**src/rtl/mem_ctrl_pkg.sv**
```systemverilog
// rtl/mem_ctrl_pkg.sv - shared widths, FSM states and bus-owner encoding for mem_bus_ctrl
package mem_ctrl_pkg;

    localparam int ADDR_W_DEF    = 16;
    localparam int DATA_W_DEF    = 16;
    localparam int MEM_DEPTH_DEF = 16;

    typedef enum logic [1:0] {
        IDLE = 2'd0,
        RD   = 2'd1,
        CAP  = 2'd2,
        WR   = 2'd3
    } state_t;

    typedef enum logic {
        OWN_IF = 1'b0,
        OWN_D  = 1'b1
    } owner_t;

endpackage

```
**src/rtl/mem_req_slot.sv**
```systemverilog
// rtl/mem_req_slot.sv - one-entry request holding register with same-cycle bypass view
module mem_req_slot
    import mem_ctrl_pkg::*;
#(
    parameter int ADDR_W = ADDR_W_DEF,
    parameter int DATA_W = DATA_W_DEF
) (
    input  logic              clk,
    input  logic              rst,
    input  logic              req,
    input  logic              we,
    input  logic [ADDR_W-1:0] addr,
    input  logic [DATA_W-1:0] wdata,
    input  logic              free,
    output logic              pending,
    output logic              eff_valid,
    output logic              eff_we,
    output logic [ADDR_W-1:0] eff_addr,
    output logic [DATA_W-1:0] eff_wdata
);

    logic              valid_q;
    logic              we_q;
    logic [ADDR_W-1:0] addr_q;
    logic [DATA_W-1:0] wdata_q;

    // Capture into an empty slot; freeing wins so a request consumed in its own cycle never lingers
    always_ff @(posedge clk or posedge rst) begin
        if (rst) begin
            valid_q <= 1'b0;
            we_q    <= 1'b0;
            addr_q  <= '0;
            wdata_q <= '0;
        end else if (free) begin
            valid_q <= 1'b0;
        end else if (req && !valid_q) begin
            valid_q <= 1'b1;
            we_q    <= we;
            addr_q  <= addr;
            wdata_q <= wdata;
        end
    end

    // The arbiter sees either the held request or, when empty, the request arriving this cycle
    assign pending   = valid_q;
    assign eff_valid = valid_q | req;
    assign eff_we    = valid_q ? we_q    : we;
    assign eff_addr  = valid_q ? addr_q  : addr;
    assign eff_wdata = valid_q ? wdata_q : wdata;

endmodule

```
**src/rtl/mem_bus_ctrl.sv**
```systemverilog
// rtl/mem_bus_ctrl.sv - IF/D arbiter and bus master for the registered 16x16 memory; MEM_BUS_CTRL_BOUNDS_EN enables the address bounds check
module mem_bus_ctrl
    import mem_ctrl_pkg::*;
#(
    parameter int ADDR_W    = ADDR_W_DEF,
    parameter int DATA_W    = DATA_W_DEF,
    parameter int MEM_DEPTH = MEM_DEPTH_DEF
) (
    input  logic              clk,
    input  logic              rst,
    input  logic              if_req,
    input  logic [ADDR_W-1:0] if_addr,
    output logic [DATA_W-1:0] if_rdata,
    output logic              if_done,
    input  logic              d_req,
    input  logic              d_we,
    input  logic [ADDR_W-1:0] d_addr,
    input  logic [DATA_W-1:0] d_wdata,
    output logic [DATA_W-1:0] d_rdata,
    output logic              d_done,
    output logic              busy,
    output logic              err,
    output logic [ADDR_W-1:0] Abus,
    output logic [DATA_W-1:0] Dbusout,
    input  logic [DATA_W-1:0] Dbusin,
    output logic              memrd,
    output logic              memwr
);

    localparam logic [ADDR_W:0] DEPTH_L = (ADDR_W+1)'(MEM_DEPTH);

    state_t state;
    owner_t owner;

    logic              if_pending, if_eff_valid, if_eff_we, if_free;
    logic [ADDR_W-1:0] if_eff_addr;
    logic [DATA_W-1:0] if_eff_wdata;
    logic              d_pending, d_eff_valid, d_eff_we, d_free;
    logic [ADDR_W-1:0] d_eff_addr;
    logic [DATA_W-1:0] d_eff_wdata;

    logic              sel_d, sel_valid, sel_we, sel_oob, bounds_en;
    logic [ADDR_W-1:0] sel_addr;
    logic [DATA_W-1:0] sel_wdata;

    mem_req_slot #(.ADDR_W(ADDR_W), .DATA_W(DATA_W)) u_if_slot (
        .clk       (clk),
        .rst       (rst),
        .req       (if_req),
        .we        (1'b0),
        .addr      (if_addr),
        .wdata     ('0),
        .free      (if_free),
        .pending   (if_pending),
        .eff_valid (if_eff_valid),
        .eff_we    (if_eff_we),
        .eff_addr  (if_eff_addr),
        .eff_wdata (if_eff_wdata)
    );

    mem_req_slot #(.ADDR_W(ADDR_W), .DATA_W(DATA_W)) u_d_slot (
        .clk       (clk),
        .rst       (rst),
        .req       (d_req),
        .we        (d_we),
        .addr      (d_addr),
        .wdata     (d_wdata),
        .free      (d_free),
        .pending   (d_pending),
        .eff_valid (d_eff_valid),
        .eff_we    (d_eff_we),
        .eff_addr  (d_eff_addr),
        .eff_wdata (d_eff_wdata)
    );

`ifdef MEM_BUS_CTRL_BOUNDS_EN
    assign bounds_en = 1'b1;
`else
    assign bounds_en = 1'b0;
`endif

    // D always wins; IF waits at most one D access because the D requester stalls until done
    always_comb begin
        sel_d     = d_eff_valid;
        sel_valid = d_eff_valid | if_eff_valid;
        sel_we    = d_eff_valid ? d_eff_we    : if_eff_we;
        sel_addr  = d_eff_valid ? d_eff_addr  : if_eff_addr;
        sel_wdata = d_eff_valid ? d_eff_wdata : if_eff_wdata;
        sel_oob   = bounds_en && ({1'b0, sel_addr} >= DEPTH_L);
    end

    // A slot is released when its access completes, or straight away when it fails the bounds check
    always_comb begin
        d_free  = ((state == IDLE) && sel_valid && sel_d && sel_oob)
                || ((state == CAP) && (owner == OWN_D))
                || (state == WR);
        if_free = ((state == IDLE) && sel_valid && !sel_d && sel_oob)
                || ((state == CAP) && (owner == OWN_IF));
    end

    assign busy = (state != IDLE) || if_pending || d_pending;

    // Bus FSM: all strobes, address/data and completion pulses are registered here
    always_ff @(posedge clk or posedge rst) begin
        if (rst) begin
            state    <= IDLE;
            owner    <= OWN_IF;
            Abus     <= '0;
            Dbusout  <= '0;
            memrd    <= 1'b0;
            memwr    <= 1'b0;
            if_rdata <= '0;
            d_rdata  <= '0;
            if_done  <= 1'b0;
            d_done   <= 1'b0;
            err      <= 1'b0;
        end else begin
            if_done <= 1'b0;
            d_done  <= 1'b0;
            err     <= 1'b0;
            case (state)
                IDLE: begin
                    if (sel_valid) begin
                        if (sel_oob) begin
                            err <= 1'b1;
                            if (sel_d) begin
                                d_done  <= 1'b1;
                                d_rdata <= '0;
                            end else begin
                                if_done  <= 1'b1;
                                if_rdata <= '0;
                            end
                        end else begin
                            Abus  <= sel_addr;
                            owner <= sel_d ? OWN_D : OWN_IF;
                            if (sel_we) begin
                                Dbusout <= sel_wdata;
                                memwr   <= 1'b1;
                                state   <= WR;
                            end else begin
                                memrd <= 1'b1;
                                state <= RD;
                            end
                        end
                    end
                end
                RD: begin
                    memrd <= 1'b0;
                    state <= CAP;
                end
                CAP: begin
                    if (owner == OWN_D) begin
                        d_rdata <= Dbusin;
                        d_done  <= 1'b1;
                    end else begin
                        if_rdata <= Dbusin;
                        if_done  <= 1'b1;
                    end
                    state <= IDLE;
                end
                WR: begin
                    memwr  <= 1'b0;
                    d_done <= 1'b1;
                    state  <= IDLE;
                end
                default: state <= IDLE;
            endcase
        end
    end

endmodule
```
**config.mk**
```make
export PLATFORM = sky130hd
export DESIGN_NAME = mem_bus_ctrl
export DESIGN_NICKNAME = d
export VERILOG_FILES = /design/src/rtl/mem_ctrl_pkg.sv /design/src/rtl/mem_req_slot.sv /design/src/rtl/mem_bus_ctrl.sv
export SDC_FILE = /design/constraint.sdc
export NUM_CORES = 1
export LEC_CHECK = 0
export ABC_AREA = 1
export BUFFER_PORTS_ARGS = -buffer_cell sky130_fd_sc_hd__buf_4
export CAP_MARGIN = 20
export CELL_PAD_IN_SITES_DETAIL_PLACEMENT = 1
export CELL_PAD_IN_SITES_GLOBAL_PLACEMENT = 2
export CORE_ASPECT_RATIO = 0.8
export CORE_MARGIN = 2
export CORE_UTILIZATION = 31
export DETAILED_ROUTE_END_ITERATION = 12
export PLACE_DENSITY = 0.8
export SYNTH_ARGS = -nofsm -noshare
export SYNTH_HDL_FRONTEND = slang
export SYNTH_SLANG_ARGS = --single-unit
```
**constraint.sdc**
```tcl
create_clock -name clk -period 4.25 [get_ports clk]
set_clock_uncertainty 0.05 [all_clocks]
set_input_delay 0.6375 -clock clk [delete_from_list [all_inputs] [get_ports clk]]
set_output_delay 0.6375 -clock clk [all_outputs]
set_load 0.05 [all_outputs]
```
Word-level counts from Yosys, hierarchy flattened --
Cells that the tools add are included.
Word-level totals: flip-flop bits (word level) 122, bits of input ports 69, output and inout port bits 70
Cells by class: equality and inequality tests 6, multiplexer cells 25, bitwise operators 6, reduce and logical (&&, ||, !) cells 24
Operators with widths (count):
- 16-bit 2-to-1 mux | 5
- 1-bit 2-to-1 mux | 14
- 2-bit AND reduction | 5
- 2-bit nonzero test | 5
- 3-bit AND reduction | 3
- 2-bit inequality test, second input constant | 3
- 1-bit one-hot mux with 2 select lines | 3
- 2-bit one-hot mux with 3 select lines | 1
- 2-bit equality test, second input constant | 2
- 1-bit logical AND | 4
- 2-bit 2-to-1 mux | 2
- 1-bit logical OR | 3
- 1-bit inverter | 3
- 1-bit OR | 3
- 2-bit by 1-bit equality test with 1-bit output, second input constant | 1
- 1-bit zero test | 2
- 2-bit zero test | 1
- 2-bit OR reduction | 1

Longest topological paths before layout --
depth after elaboration 5, gate-level depth with buffers 8, mapped depth without buffers 7

Modules after synthesis --
Synthesis repeated with hierarchy kept, for this count alone.
Second synthesis, totals: cell total of the unflattened synthesis 912, area, all modules 6801.5 um^2
By module, submodules not included:
- mem_req_slot | times used 2, cells an instance 256, area each 1804.2 um^2
- mem_bus_ctrl | times used 1, cells an instance 400, area each 3193.1 um^2

Worst setup path after synthesis --
Ideal clock, no wire load.
kind register to output, start point register u_if_slot.valid_q (netlist: u_if_slot.pending), end point output busy, arrival 1212 ps, required time 3562 ps, path slack 2350 ps, cell stages (with the launch flop) 5, buffers on the path 2, path through dfrtp_1 -> buf_2 -> inv_2 -> buf_2 -> nand3_1
Between the ends: word-level cells in the longest chain between the ends 2
RTL lines:
- start, declared | RTL line mem_req_slot.sv:22 | logic valid_q;
- start signal, assigned | RTL line mem_req_slot.sv:30 | valid_q <= 1'b0;
- start signal, assigned | RTL line mem_req_slot.sv:35 | valid_q <= 1'b0;
- start signal, assigned | RTL line mem_req_slot.sv:37 | valid_q <= 1'b1;
- 1-bit logical OR (2 in a row) | RTL line mem_bus_ctrl.sv:101 | assign busy = (state != IDLE) || if_pending || d_pending;
- end, declared | RTL line mem_bus_ctrl.sv:21 | output logic busy,
No other way between the ends.

Final worst setup path --
Ends and elaborated chain as after synthesis.

==> impl_summary.md <==
Clock network
The H-tree depth is 4. The clock passes through at most 2 buffers. The clock-pin slew on the worst setup and hold paths is 60 ps. The number of clock buffers added by TritonCTS is 17. The clock tree from TritonCTS is yes. The number of gates resized after CTS was 0.

The clock root buffer master is sky130_fd_sc_hd__clkbuf_16. The clock insertion delay at the later pin of the skew report is between 400 and 500 ps. The clock net in this run drives a total of 122 sinks. In this run the post-CTS setup repair buffer count came out at 0. The total of hold buffers inserted after clock tree synthesis is 0.

Yosys
After synthesis, flip-flops and latches occupy 58.1% of the total area. The yosys synthesis warning count is 0. The post-synthesis cell area is about 5300 sq um. For this run, asynchronously set or reset flops after synthesis account for 100%. A synthesized cell averages 8.74 sq um. The most used flip-flop cell after synthesis is sky130_fd_sc_hd__dfrtp_1. The cell count after synthesis came out at 601. Counting flops and latches in the post-synthesis netlist gives roughly 120.

In this run, synthesis inferred 0 flip-flops with an integrated enable. The number of different library cells used by synthesis comes to 24. The number of nets in the synthesized netlist is 670.

Finish
The final net count is 798. The count of inserted antenna diode cells is 0. At the end of the flow the core is filled with cells to 43.1%.

Registers take 3050 sq um. The count of fill cells added during filler insertion is 1935. The area used by multi-input combinational logic is around 1900 sq um. Of the cells placed in the final design, the portion with a size suffix greater than 1 is 25.3%. The library cell used most frequently in the layout, excluding fill and tap cells, is sky130_fd_sc_hd__nand2_1.

Leaving out fill and tap cells, the most frequent cells in the layout are 228 x sky130_fd_sc_hd__nand2_1, 142 x sky130_fd_sc_hd__buf_4, 122 x sky130_fd_sc_hd__dfrtp_1. The area growth from synthesis to layout is 35.8%.

Global route
The via count of the first global-routing pass is 4699. The initial antenna violation count is 0. In the global route stage, overall resource usage came out at 18.4%. Entering global routing, the biggest net connects between 80 and 90 pins. Summed over all layers, the global routing overflow is 0. The wire length of the first global-routing pass is 25.0 mm.

Status
The flow ran to the end, and the final reports show no timing, DRC or antenna violations.

Placement
Routability-driven placement finished with a final weighted congestion of roughly 0.74. The post-DP HPWL is 10.6 mm. The total of buffers placed on input and output ports is between 100 and 150.

Drt
The average routed wire per standard cell is roughly 16 um. Once detail routing completed, the nets flagged for antenna violations numbered 0. The mean number of vias per cell is just under 5. The length of the first detailed-routing pass in iterations is 4. The routed design has ~16 mm of wire.

Summing over every cut layer, the via total after detailed routing is between 4000 and 5000. The starting DRC count in detailed routing is between 200 and 250. For this run, design rule violations remaining after detail routing come to 0.

Pwr
Summed over all cells, the static leakage comes to about 3.7 nW. The worst-case IR drop observed on VDD is 0.495 mV. Power spread over the standard cell area amounts to 930 nW/um^2.

Worst setup path
Walking the worst path, the cells encountered are inv_2, nand3_1, buf_4. In this run the worst path has a maximum fanout of 19. The data arrival time of the critical path is 1810 ps. For this run, the slowest stage of the critical path takes 710 ps. The critical path is of the reg2out type. The element type at the critical path start is a flip-flop. The cell type group with the largest total delay on the critical path is flip-flops. The kind of capture point of the worst setup path is a primary output. The data required time at the worst endpoint is 3560 ps. Together, buffers and inverters on the worst path number 2. The cell with the largest stage delay on the worst path is sky130_fd_sc_hd__dfrtp_1.

Floorplanning
The initial standard-cell utilization of the core is 31.7%. The floorplan step defined a die boundary enclosing 18000 sq um. The total I/O pin count is approximately 140. The die extent in y is 120 um. The placement row count is 42. The floorplan step set the die width to 150 um. The area of the placeable core is 16600 sq um.

Min path
The path class of the lowest-slack min-delay path is in2async.

Timing
Setup violations remaining at the end of the flow were counted as 0. The final critical-path required period is 2500 ps. For the pin with the worst max-slew slack, the measured transition is a little over 1000 ps.

The final cycle utilization of the critical path is about three fifths. The total negative slack is 0 ps. Setup repair after global routing left no endpoint under its margin. Measured against its own limit, the worst slew margin works out to between 30% and 40%. The peak clock frequency supported by timing is 400 MHz.

The final-report max-slew violation count is 0. The number of failing hold endpoints at the final stage is 0.

Flow run
The max-cap violation count is 0.
[layout make-up]
type                            count  area share [%]
Timing Repair Buffer              145            15.9
Clock buffer                       21            6.60
Inverter                           43            2.30
Multi-Input combinational cell    400            26.2
Tap cell                          220            3.86
Sequential cell                   122            42.8
Clock inverter                     11            2.33
[report_power, final]
group	internal (mW)	total [mW]	switching (mW)
clock	1.03	1.56	0.536
sequential	1.70	2.07	0.371
combinational	0.893	3.00	2.11
[cell families (layout without fill, tap and decap cells)]
logic type             Yosys count  after routing  share of synthesized area, %
AND/OR/NAND/NOR                282            282                          21.8
flip-flops                     122            122                          58.1
AO/OA/AOI/OAI                  117            117                          13.4
buffers and inverters           79            220                          6.55
other                            1              1                        0.0714
[path summary, 6_finish.rpt]
path | start | to | cells after the start | slack, ps
worst min-delay path | rst | if_rdata[8] | 2 | 90
worst max-delay path | u_if_slot.pending | busy | 3 | 1750
worst min register to register | u_d_slot.wdata_q[0] | u_d_slot.wdata_q[0] | 2 | 430
worst max register to register | u_d_slot.pending | Abus[12] | 7 | 1840
min in group clk | d_wdata[15] | u_d_slot.wdata_q[15] | 3 | 410
max in group asynchronous | rst | u_d_slot.wdata_q[4] | 4 | 3030
[synth_stat cells (2+ instances only)]
master,n,area (sq um)
sky130_fd_sc_hd__o21ai_1,14,70.1
sky130_fd_sc_hd__dfrtp_1,122,3050
sky130_fd_sc_hd__nand3_1,39,195
sky130_fd_sc_hd__nor2_2,2,12.5
sky130_fd_sc_hd__clkbuf_1,13,48.8
sky130_fd_sc_hd__o211ai_1,15,113
sky130_fd_sc_hd__nand3_2,2,20.0
sky130_fd_sc_hd__a21oi_1,7,35.0
sky130_fd_sc_hd__nor2_1,8,30.0
sky130_fd_sc_hd__inv_1,40,150
sky130_fd_sc_hd__o21ai_0,49,245
sky130_fd_sc_hd__nand2_1,228,856
sky130_fd_sc_hd__buf_4,5,37.5
sky130_fd_sc_hd__inv_2,3,11.3
sky130_fd_sc_hd__a22oi_1,16,120
sky130_fd_sc_hd__a21boi_0,15,113
sky130_fd_sc_hd__buf_2,16,80.1
[through the flow]
step           std cells  worst slack (ps)  total power, mW  hold slack (ps)  instance area, sq um
2_1_floorplan        601               320             4.13              392                  5250
3_3_place_gp         927              1890             4.98              403                  6430
3_5_place_dp         927              1810             5.08              414                  6430
4_1_cts              959              1710             6.69              387                  7060
5_1_grt              962              1570             7.07             83.2                  7130
6_report             962              1750             6.63             88.0                  7130
[state kept, by name (all words and copies together) (netlist names), 2 cells and up]
signal	cells
state	2
Dbusout	16
Abus	16
if_rdata	16
d_rdata	16
u_d_slot.wdata_q	16
u_if_slot.addr_q	16
u_d_slot.addr_q	16
[layer usage]
| layer | GRT usage (%) | part of all wire [%] | up-vias |
|---|---|---|---|
| met3 | 5.13 | 5.9 | 21 |
| met1 | 24.6 | 46 | 2314 |
| met4 | 7.68 | 1.6 | 0 |
| li1 | - | - | 2192 |
| met5 | 0 | 0 | - |
| met2 | 28.1 | 47 | 100 |
Note: power is estimated with default switching activity, not from simulation.
